File: config.mk
export PLATFORM = sky130hd
export DESIGN_NAME = d8m_pattern_tx_flat
export DESIGN_NICKNAME = d
export VERILOG_FILES = /design/src/rtl/d8m_pix_if.sv /design/src/rtl/d8m_pattern_tx.sv /design/src/flat_wrapper.sv
export SDC_FILE = /design/constraint.sdc
export NUM_CORES = 1
export LEC_CHECK = 0
export CAP_MARGIN = 25
export CORE_MARGIN = 1
export CORE_UTILIZATION = 55
export CTS_CLUSTER_DIAMETER = 50
export DETAILED_ROUTE_END_ITERATION = 6
export HOLD_SLACK_MARGIN = 0.06
export PLACE_DENSITY = 0.76
export SLEW_MARGIN = 20
export SYNTH_ARGS = -nofsm -noshare
export SYNTH_HDL_FRONTEND = slang
export SYNTH_SLANG_ARGS = --single-unit
export TNS_END_PERCENT = 50
File: constraint.sdc
create_clock -name clk -period 4.75 [get_ports clk]
set_clock_uncertainty 0.1 [all_clocks]
set_input_delay 0.95 -clock clk [delete_from_list [all_inputs] [get_ports clk]]
set_output_delay 0.95 -clock clk [all_outputs]
set_load 0.03 [all_outputs]
File: src/rtl/d8m_pix_if.sv
// d8m_pix_if: raw Bayer parallel pixel bus (data, LVAL, FVAL, frame status)
interface d8m_pix_if;
  logic [9:0] pix_d;
  logic       pix_hs;
  logic       pix_vs;
  logic       frame_done;
  logic [7:0] frame_cnt;
  modport master(output pix_d, pix_hs, pix_vs, frame_done, frame_cnt);
  modport slave(input pix_d, pix_hs, pix_vs, frame_done, frame_cnt);
endinterface

File: src/rtl/d8m_pattern_tx.sv
// d8m_pattern_tx: synthetic D8M Bayer source; LFSR_NOISE_EN makes pattern 3 LFSR noise instead of flat 10'h200
module d8m_pattern_tx #(
  parameter int H_ACTIVE = 640,
  parameter int H_BLANK  = 160,
  parameter int V_ACTIVE = 480,
  parameter int V_BLANK  = 45,
  parameter int BAR_W    = 80
) (
  input  logic       clk,
  input  logic       reset,
  input  logic       enable,
  input  logic [1:0] pattern_sel,
  d8m_pix_if.master  pix
);
  localparam int H_TOT = H_ACTIVE + H_BLANK;
  localparam int V_TOT = V_ACTIVE + V_BLANK;
  typedef enum logic {IDLE, RUN} state_t;
  state_t      state_q, state_d;
  logic [15:0] x_q, y_q, x_d, y_d;
  logic [1:0]  pat_q, pat_d;
  logic        run, eol, eof, active, last, start, is_g, is_r, comp;
  logic [2:0]  bar;
  logic [9:0]  noise, pat_pix;
  always_comb begin
    run     = state_q == RUN;
    eol     = x_q == 16'(H_TOT - 1);
    eof     = eol && y_q == 16'(V_TOT - 1);
    active  = run && x_q < 16'(H_ACTIVE) && y_q < 16'(V_ACTIVE);
    last    = run && x_q == 16'(H_ACTIVE - 1) && y_q == 16'(V_ACTIVE - 1);
    start   = run ? eof : enable;
    state_d = run ? ((eof && !enable) ? IDLE : RUN) : (enable ? RUN : IDLE);
    x_d     = (run && !eol) ? x_q + 16'd1 : 16'd0;
    y_d     = (!run || eof) ? 16'd0 : eol ? y_q + 16'd1 : y_q;
    pat_d   = start ? pattern_sel : pat_q;
    bar     = 3'(x_q / 16'(BAR_W));
    is_g    = x_q[0] == y_q[0];
    is_r    = !y_q[0] && x_q[0];
    comp    = is_g ? bar[1] : is_r ? bar[2] : bar[0];
    pat_pix = pat_q == 2'd0 ? {10{comp}} :
              pat_q == 2'd1 ? x_q[9:0] :
              pat_q == 2'd2 ? {10{x_q[5] ^ y_q[5]}} : noise;
  end
`ifdef LFSR_NOISE_EN
  logic [9:0] lfsr_q;
  // Reseeded at every frame start so each frame repeats exactly
  always_ff @(posedge clk) begin
    if (reset || start) lfsr_q <= 10'h001;
    else if (active) lfsr_q <= {lfsr_q[8:0], lfsr_q[9] ^ lfsr_q[6]};
  end
  assign noise = lfsr_q;
`else
  assign noise = 10'h200;
`endif
  always_ff @(posedge clk) begin
    if (reset) begin
      state_q        <= IDLE;
      x_q            <= '0;
      y_q            <= '0;
      pat_q          <= '0;
      pix.pix_d      <= '0;
      pix.pix_hs     <= 1'b0;
      pix.pix_vs     <= 1'b0;
      pix.frame_done <= 1'b0;
      pix.frame_cnt  <= '0;
    end else begin
      state_q        <= state_d;
      x_q            <= x_d;
      y_q            <= y_d;
      pat_q          <= pat_d;
      pix.pix_d      <= active ? pat_pix : 10'h000;
      pix.pix_hs     <= active;
      pix.pix_vs     <= run && y_q < 16'(V_ACTIVE);
      pix.frame_done <= last;
      pix.frame_cnt  <= pix.frame_cnt + {7'd0, last};
    end
  end
endmodule
File: src/flat_wrapper.sv
// flat-port wrapper written by rule: the top's interface ports become plain ports
module d8m_pattern_tx_flat 
#(
  parameter int H_ACTIVE = 640,
  parameter int H_BLANK  = 160,
  parameter int V_ACTIVE = 480,
  parameter int V_BLANK  = 45,
  parameter int BAR_W    = 80
)
  (clk, reset, enable, pattern_sel, pix_pix_d, pix_pix_hs, pix_pix_vs, pix_frame_done, pix_frame_cnt);
  d8m_pix_if pix_i ();
  input  logic clk;
  input  logic reset;
  input  logic enable;
  input  logic [1:0] pattern_sel;
  output wire logic [$bits(pix_i.pix_d)-1:0] pix_pix_d;
  output wire logic [$bits(pix_i.pix_hs)-1:0] pix_pix_hs;
  output wire logic [$bits(pix_i.pix_vs)-1:0] pix_pix_vs;
  output wire logic [$bits(pix_i.frame_done)-1:0] pix_frame_done;
  output wire logic [$bits(pix_i.frame_cnt)-1:0] pix_frame_cnt;
  assign pix_pix_d = pix_i.pix_d;
  assign pix_pix_hs = pix_i.pix_hs;
  assign pix_pix_vs = pix_i.pix_vs;
  assign pix_frame_done = pix_i.frame_done;
  assign pix_frame_cnt = pix_i.frame_cnt;
  d8m_pattern_tx #(.H_ACTIVE(H_ACTIVE), .H_BLANK(H_BLANK), .V_ACTIVE(V_ACTIVE), .V_BLANK(V_BLANK), .BAR_W(BAR_W)) u_core (.clk(clk), .reset(reset), .enable(enable), .pattern_sel(pattern_sel), .pix(pix_i));
endmodule
Word level (Yosys, flattened, before mapping). Index checks and enable logic that the tools add are counted.

Register bits after elaboration: 56. Input port bits: 5. Output and inout bits: 21. Word-level logic and storage cells: 52.

Add/sub/neg operators: 3. Divide/modulo/power cells: 1. $lt $le $gt $ge: 2. Eq/ne operators: 7. Multiplexer cells: 9. Bitwise operators: 3. Reductions and logical operators: 18.

Operators by type and width (count): == test 16 x 10 -> 1 bit, second input constant (3); adder 16 x 1 -> 16 bit, second input constant (2); 2-to-1 mux 10 bit (3); divider 16 x 7 -> 16 bit, second input constant (1); == test 16 x 9 -> 1 bit, second input constant (1); less-than comparator 16 x 10 -> 1 bit, second input constant (1); less-than comparator 16 x 9 -> 1 bit, second input constant (1); logical AND 1 bit (9); adder 8 x 1 -> 8 bit (1); 2-to-1 mux 1 bit (6); OR reduction 2 bit (3); zero test 1 bit (4); == test 2 x 1 -> 1 bit, second input constant (1); == test 2 bit, second input constant (1); zero test 2 bit (1); inverter 1 bit (2); == test 1 bit (1); logical OR 1 bit (1); bitwise XOR 1 bit (1).

Depth between registers and ports, before layout. Gate-level depths: netlist of run 1.

Word-level depth: 5. Gate-level depth with buffers: 13. Gate-level depth less buffers: 11.

Worst setup path before layout of run 1. OpenSTA, ideal clock, no wires.

Kind: register -> register. From: reg u_core.x_q[10]. To: reg u_core.pix.pix_d[9]. Library setup time: 0.058 ns. Arrival time: 3.055 ns. Data required time: 4.592 ns. Slack: 1.537 ns. Cell stages (with the launch flop): 13. Buffers on the path: 1. Clock period less this slack: 3.213 ns. Path through: dfxtp_1 -> buf_6 -> or4b_4 -> o22ai_2 -> o32a_2 -> nor3_2 -> or4b_4 -> o211ai_2 -> nand2_4 -> or3_1 -> mux2_4 -> a31oi_4 -> or2_1.

Cells in the longest elaborated chain, start to end: 5. Elaborated cells on any way between the ends: 9. Those cells by class: div: 1; order compare: 1; mux: 3; bitwise: 1; reduce/logical: 3.

RTL lines: start, declared (RTL line d8m_pattern_tx.sv:19) `logic [15:0] x_q, y_q, x_d, y_d;`; start signal, assigned (RTL line d8m_pattern_tx.sv:57) `x_q <= '0;`; start signal, assigned (RTL line d8m_pattern_tx.sv:67) `x_q <= x_d;`; branches (longest 5 deep; another with divider 16 x 7 -> 16 bit); end signal, assigned (RTL line d8m_pattern_tx.sv:70) `pix.pix_d <= active ? pat_pix : 10'h000;`; end, declared (RTL line d8m_pix_if.sv:8) `modport master(output pix_d, pix_hs, pix_vs, frame_done, frame_cnt);`.

Several ways; the timed one is not identified. A chain may end at the register's enable or synchronous reset.

Worst setup path after layout of run 1.
From: reg u_core.x_q[13]. To: reg u_core.pix.pix_d[9].

The elaborated chain is that of the path after synthesis.

==> results of run 1 <==
synthesized netlist by cell type (3+ instances only):
library cell,n
nor3b_1,5
nand4_1,10
ha_1,7
mux2i_1,5
xor2_1,16
and2_1,4
a211oi_1,3
nand3_1,16
o31a_1,3
nor3_1,13
dfxtp_1,56
nand3b_1,4
o211ai_1,3
and3b_1,3
nor2b_1,6
buf_2,9
o2111ai_1,3
clkbuf_1,13
or4_1,4
nor2_1,50
a211o_1,10
nor4_1,6
or3_1,9
xnor2_1,16
nand2_1,23
o21ai_0,14
inv_1,15
a21oi_1,13
and3_1,7
placed cells by master (no fill, tap or decap), types with 13 or more instances in the layout:
cell | netlist | layout
nand3_1 | 16 | 16
nor2_1 | 50 | 50
inv_1 | 15 | 15
xnor2_1 | 16 | 16
o21ai_0 | 14 | 14
clkdlybuf4s50_1 | 0 | 25
nor3_1 | 13 | 13
nand2_1 | 23 | 23
dfxtp_1 | 56 | 56
a21oi_1 | 13 | 13
xor2_1 | 16 | 16
power by group through the flow:
stage | logic [mW] | clock network (mW) | registers [mW]
after floorplan | 0.0207 | 0 | 0.495
after global placement | 0.0394 | 0 | 0.491
after detailed placement | 0.0401 | 0 | 0.491
after CTS | 0.0403 | 0.269 | 0.480
after global routing | 0.0431 | 0.293 | 0.481
final | 0.0401 | 0.264 | 0.480
area by class of cell:
cell class,count,area share [%]
clock inverter,2,0.381
tap,72,2.50
sequential,56,31.1
clock buffer,6,2.01
timing repair buffer,28,7.56
inverter,15,1.56
multi-input combinational,301,54.9
path summary, 6_finish.rpt:
kind,from,end,slack (ns),cells past startpoint
max,u_core.x_q[13],u_core.pix.pix_d[9],0.89,11
min,u_core.y_q[15],u_core.y_q[15],0.40,2
max reg2reg,u_core.x_q[13],u_core.pix.pix_d[9],0.89,11
min reg2reg,u_core.y_q[15],u_core.y_q[15],0.40,2
worst register-to-register path: cells and delay by family (launching register included):
family | cells | cell delay, ns
AND/OR/NAND/NOR | 5 | 1.42
flip-flops | 1 | 0.66
multiplexers | 1 | 0.28
AO/OA/AOI/OAI | 5 | 1.37
routing by layer:
| layer | up-vias | routed length [um] |
|---|---|---|
| li1 | 1453 | - |
| met1 | 1378 | 3470 |
| met2 | 103 | 3420 |
| met3 | 12 | 398 |
| met4 | 0 | 122 |
| met5 | - | 0 |
sequential cells by signal (all words and copies together), names as in the netlist:
name	flops
u_core.pix.frame_done	1
u_core.pat_q	2
u_core.pix.frame_cnt	8
u_core.pix.pix_d	10
u_core.pix.pix_hs	1
u_core.run	1
u_core.pix.pix_vs	1
u_core.y_q	16
u_core.x_q	16
kinds of logic after synthesis:
| logic type | share of synthesized area [%] |
|---|---|
| buffers and inverters | 5.16 |
| multiplexers | 1.99 |
| adder cells (fa/ha/maj) | 2.98 |
| XOR/XNOR | 8.56 |
| flip-flops | 34.3 |
| AO/OA/AOI/OAI | 17.0 |
| AND/OR/NAND/NOR | 30.1 |
==> flow_metrics.env, run 1 <==
export IMPL_grtUsageMet2_pct=39.6
export IMPL_syn_inst=396
export IMPL_grt_first_pass_wirelength_um=12400
export IMPL_portBuffers=25
export IMPL_arrival_ns=4.03
export IMPL_place_congestion=0.831
export IMPL_p_leak_nw=1.29
export IMPL_pre_cts_ws_ns=1.01
export IMPL_endpoint_kind="flop"
export IMPL_fmax_mhz=259
export IMPL_synth_nets=408
export IMPL_hpwl_um=5380
export IMPL_whs_ns=0.402
export IMPL_area_growth_pct=10.3
export IMPL_die_h_um=79.1
export IMPL_root_buffer="clkbuf_8"
export IMPL_htreeDepth=2
export IMPL_synth_area_top_cells="dfxtp_1 34%, nor2_1 5.7%, xnor2_1 4.3%"
export IMPL_rsz0062_at_grt="no"
export IMPL_combPwrFrac_pct=5.1
export IMPL_synth_seq_area_share_pct=34.3
export IMPL_yosys_warnings=0
export IMPL_insertedDiodeCount=0
export IMPL_fin_cells=480
export IMPL_totalWireLength_um=7410
export IMPL_grtUsageMet1_pct=34.2
export IMPL_synth_flop_cell="dfxtp_1"
export IMPL_cts_setup_buffers=0
export IMPL_die_area_mm2=0.00626
export IMPL_critPathLaunchType="flop"
export IMPL_setup_tns_ns=0
export IMPL_min_period_ns=3.86
export IMPL_cts_sinks=56
export IMPL_slowest_stage="dfxtp_1"
export IMPL_path_max_fanout=18
export IMPL_antenna_found_initial=0
export IMPL_insertion_delay_ns=0.31
export IMPL_maxCapViolCount=0
export IMPL_cts_tree="built"
export IMPL_p_seq_share_pct=61.2
export IMPL_syn_area_per_cell_um2=8.27
export IMPL_final_seq_area_mm2=0.00112
export IMPL_finalWorstSetupSlack_ns=0.888
export IMPL_grt_ovfl_total=0
export IMPL_cpPeakStageDelay_ns=0.66
export IMPL_yosysUniqueCellTypes=66
export IMPL_synth_top_cell_by_area="dfxtp_1"
export IMPL_path_clk_slew_ns=0.10
export IMPL_wl_per_cell_um=15.4
export IMPL_drt_iter0_drc=252
export IMPL_status="finished clean"
export IMPL_first_global_vias=2628
export IMPL_syn_area_mm2=0.00327
export IMPL_multi_input_comb_area_mm2=0.00198
export IMPL_intPower_uw=597
export IMPL_ir_worst_vdd_v=0.000162
export IMPL_setup_viol=0
export IMPL_track_usage_pct=25.1
export IMPL_post_route_cells_drive_above_1_share_pct=5.64
export IMPL_placed_cells=472
export IMPL_routed_via_density=6.14
export IMPL_switchingPower_uw=187
export IMPL_crit_required_ns=4.91
export IMPL_swShare_pct=23.9
export IMPL_post_cts_resize_count=0
export IMPL_crit_buf_inv=0
export IMPL_crit_family="simple AND/OR/NAND/NOR gates"
export IMPL_core_mm2=0.00561
export IMPL_ctsHoldBuffers=0
export IMPL_io_pins=26
export IMPL_relSlewSlack_pct=54.1
export IMPL_start_util_pct=58.4
export IMPL_synth_edf_count=0
export IMPL_postRouteAntennaNets=0
export IMPL_grt_max_degree=25
export IMPL_synth_seq_cells=56
export IMPL_nFillCells=503
export IMPL_finalHoldViolCount=0
export IMPL_drc_errors=0
export IMPL_final_util_pct=64.4
export IMPL_layout_nets=419
export IMPL_hp_class="reg -> reg"
export IMPL_dpl_cell_area_mm2=0.00352
export IMPL_cts_made_buffers=5
export IMPL_grt_busiest_layer="met2"
export IMPL_power_density_mw_per_mm2=217
export IMPL_p_total_uw=784
export IMPL_tightest_slew_ns=0.687
export IMPL_slew_violations=0
export IMPL_async_flop_share_pct=0
export IMPL_synth_top_area_share_pct=34.3
export IMPL_path_cells="nor2b_1 > a21oi_1 > o32a_2 > o21ai_0 > or4b_4 > o211ai_2 > nand2_4 > or3_1 > mux2_4 > a31oi_4 > or2_1"
export IMPL_drtPass1Iterations=5
export IMPL_die_width_um=79.1
export IMPL_clock_power_share_pct=33.7
export IMPL_worstSetupPathType="reg -> reg"
export IMPL_vias=2946
export IMPL_rows=27
export IMPL_fin_area_mm2=0.00361
export IMPL_groute_layer_met3_usage_pct=4.25
export IMPL_post_route_period_util_pct=81.3
export IMPL_cts_buffer_depth=2
Power figures use the tool's default switching activity.
==> run 2, diff against run 1 <==
==> constraint.sdc (replaced) <==
create_clock -name clk -period 3.8 [get_ports clk]
set_clock_uncertainty 0.1 [all_clocks]
set_input_delay 0.76 -clock clk [delete_from_list [all_inputs] [get_ports clk]]
set_output_delay 0.76 -clock clk [all_outputs]
set_load 0.03 [all_outputs]
==> run 2 against run 1 <==
  * Largest cell class unchanged
  * Critical endpoint is now u_core.pix.pix_d[4]
  * Clock power increased by 23%
  * Largest power group unchanged
  * Global-route usage shrank 0.26 points
  * Wire length grew 0.92%
  * Critical path depth stayed put
  * Flip-flop and latch count unchanged
  * Cell area rose by 2.1%
==> flow_metrics.env, run 2 (synthesized netlist as in run 1, its figures left out) <==
export IMPL_min_period_ns=3.60
export IMPL_vias=2931
export IMPL_grt_ovfl_total=0
export IMPL_grt_first_pass_wirelength_um=12400
export IMPL_grt_max_degree=20
export IMPL_hp_class="reg -> reg"
export IMPL_setup_viol=0
export IMPL_fmax_mhz=278
export IMPL_area_growth_pct=12.6
export IMPL_layout_nets=428
export IMPL_path_clk_slew_ns=0.10
export IMPL_crit_start="u_core.x_q[11]"
export IMPL_relSlewSlack_pct=61.4
export IMPL_r2r_start="u_core.x_q[11]"
export IMPL_fin_area_mm2=0.00369
export IMPL_first_global_vias=2618
export IMPL_ir_worst_vdd_v=0.000172
export IMPL_post_route_period_util_pct=94.7
export IMPL_die_width_um=79.1
export IMPL_setup_tns_ns=0
export IMPL_intPower_uw=747
export IMPL_largestRegisters="u_core.x_q: 16 flops, u_core.y_q: 16 flops, u_core.pix.pix_d: 10 flops"
export IMPL_power_density_mw_per_mm2=265
export IMPL_finalHoldViolCount=0
export IMPL_insertion_delay_ns=0.31
export IMPL_critPathLaunchType="flop"
export IMPL_start_util_pct=58.4
export IMPL_switchingPower_uw=228
export IMPL_htreeDepth=2
export IMPL_drtPass1Iterations=7
export IMPL_root_buffer="clkbuf_8"
export IMPL_final_cell_mix="53 x dfxtp_1, 50 x nor2_1, 25 x clkdlybuf4s50_1"
export IMPL_post_route_cells_drive_above_1_share_pct=8.63
export IMPL_path_max_fanout=13
export IMPL_rsz0062_at_grt="no"
export IMPL_ctsHoldBuffers=0
export IMPL_routed_via_density=5.99
export IMPL_drc_errors=0
export IMPL_p_total_uw=975
export IMPL_pre_cts_ws_ns=0.149
export IMPL_cts_tree="built"
export IMPL_insertedDiodeCount=0
export IMPL_slew_violations=0
export IMPL_wl_per_cell_um=15.3
export IMPL_maxCapViolCount=0
export IMPL_cts_made_buffers=5
export IMPL_track_usage_pct=24.8
export IMPL_drt_iter0_drc=238
export IMPL_combPwrFrac_pct=5.2
export IMPL_antenna_found_initial=0
export IMPL_crit_required_ns=3.90
export IMPL_status="finished clean"
export IMPL_post_cts_resize_count=0
export IMPL_tightest_slew_ns=0.578
export IMPL_worstSetupPathType="reg -> reg"
export IMPL_die_area_mm2=0.00626
export IMPL_p_seq_share_pct=61.4
export IMPL_regToRegSetupSlack_ns=0.20
export IMPL_nFillCells=500
export IMPL_die_h_um=79.1
export IMPL_cts_sinks=56
export IMPL_cts_buffer_depth=2
export IMPL_clock_power_share_pct=33.4
export IMPL_io_pins=26
export IMPL_rows=27
export IMPL_finalWorstSetupSlack_ns=0.203
export IMPL_hpwl_um=5490
export IMPL_postRouteAntennaNets=0
export IMPL_endpoint_kind="flop"
export IMPL_place_congestion=0.907
export IMPL_portBuffers=25
export IMPL_arrival_ns=3.69
export IMPL_endpoint="u_core.pix.pix_d[4]"
export IMPL_core_mm2=0.00561
export IMPL_reg2reg_to="u_core.pix.pix_d[4]"
export IMPL_swShare_pct=23.4
export IMPL_cts_setup_buffers=0
export IMPL_ff2ff_path_depth=11
export IMPL_totalWireLength_um=7480
export IMPL_final_common_cell="dfxtp_1"
export IMPL_p_leak_nw=1.34
export IMPL_dpl_cell_area_mm2=0.00359
-- run 2: changes by cell type in the layout (fill, tap and decap cells not counted), sizes merged --
cell,change
buf,+9
-- run 2: worst min path at each step --
stage	cells after the start	to	slack [ns]	start
after floorplan	1	u_core.x_q[0]	0.36	u_core.x_q[0]
after global placement	2	u_core.y_q[15]	0.37	u_core.y_q[15]
after detailed placement	2	u_core.y_q[15]	0.38	u_core.y_q[15]
after CTS	2	u_core.y_q[15]	0.40	u_core.y_q[15]
after global routing	2	u_core.y_q[15]	0.44	u_core.y_q[15]
final	2	u_core.y_q[15]	0.40	u_core.y_q[15]
-- run 2: final cells by class --
cell class,count,area [um2],area share [%]
Tap cell,72,90.1,2.44
Inverter,15,56.3,1.53
Timing Repair Buffer,37,340,9.23
Multi-Input combinational cell,301,1990,53.9
Sequential cell,56,1120,30.5
Clock buffer,6,72.6,1.97
Clock inverter,2,13.8,0.373
-- run 2: power by group through the flow --
stage	clock (mW)	combinational, mW	sequential, mW
final	0.326	0.0510	0.599
after floorplan	0	0.0258	0.619
after detailed placement	0	0.0509	0.613
after global routing	0.356	0.0551	0.600
after global placement	0	0.0504	0.613
after CTS	0.332	0.0512	0.599
-- run 2: through the flow --
step / hold slack [ns] / instances / utilization [%]
finish: 0.397 / 489 / 65.7
global route: 0.436 / 489 / 65.7
CTS: 0.397 / 489 / 65.6
detailed placement: 0.379 / 481 / 64.0
global placement: 0.373 / 481 / 64.0
floorplan: 0.356 / 396 / -
-- run 2: critical path: stages, from the launching register on --
cell	delay, ns
dfxtp_1	0.56
and2b_1	0.32
nor2_1	0.10
o32a_2	0.43
or4_1	0.51
o311a_1	0.15
a22o_1	0.31
nand2_1	0.10
mux2i_1	0.08
a311oi_2	0.35
a31oi_4	0.20
a211o_1	0.28
-- run 2: layer usage --
layer  track usage [%]  part of all wire (%)  up-vias
li1                  -                     -     1467
met1              35.2                    48     1356
met2              38.4                    45       93
met3              3.68                   5.0       15
met4              7.82                   1.6        0
met5                 0                     0        -
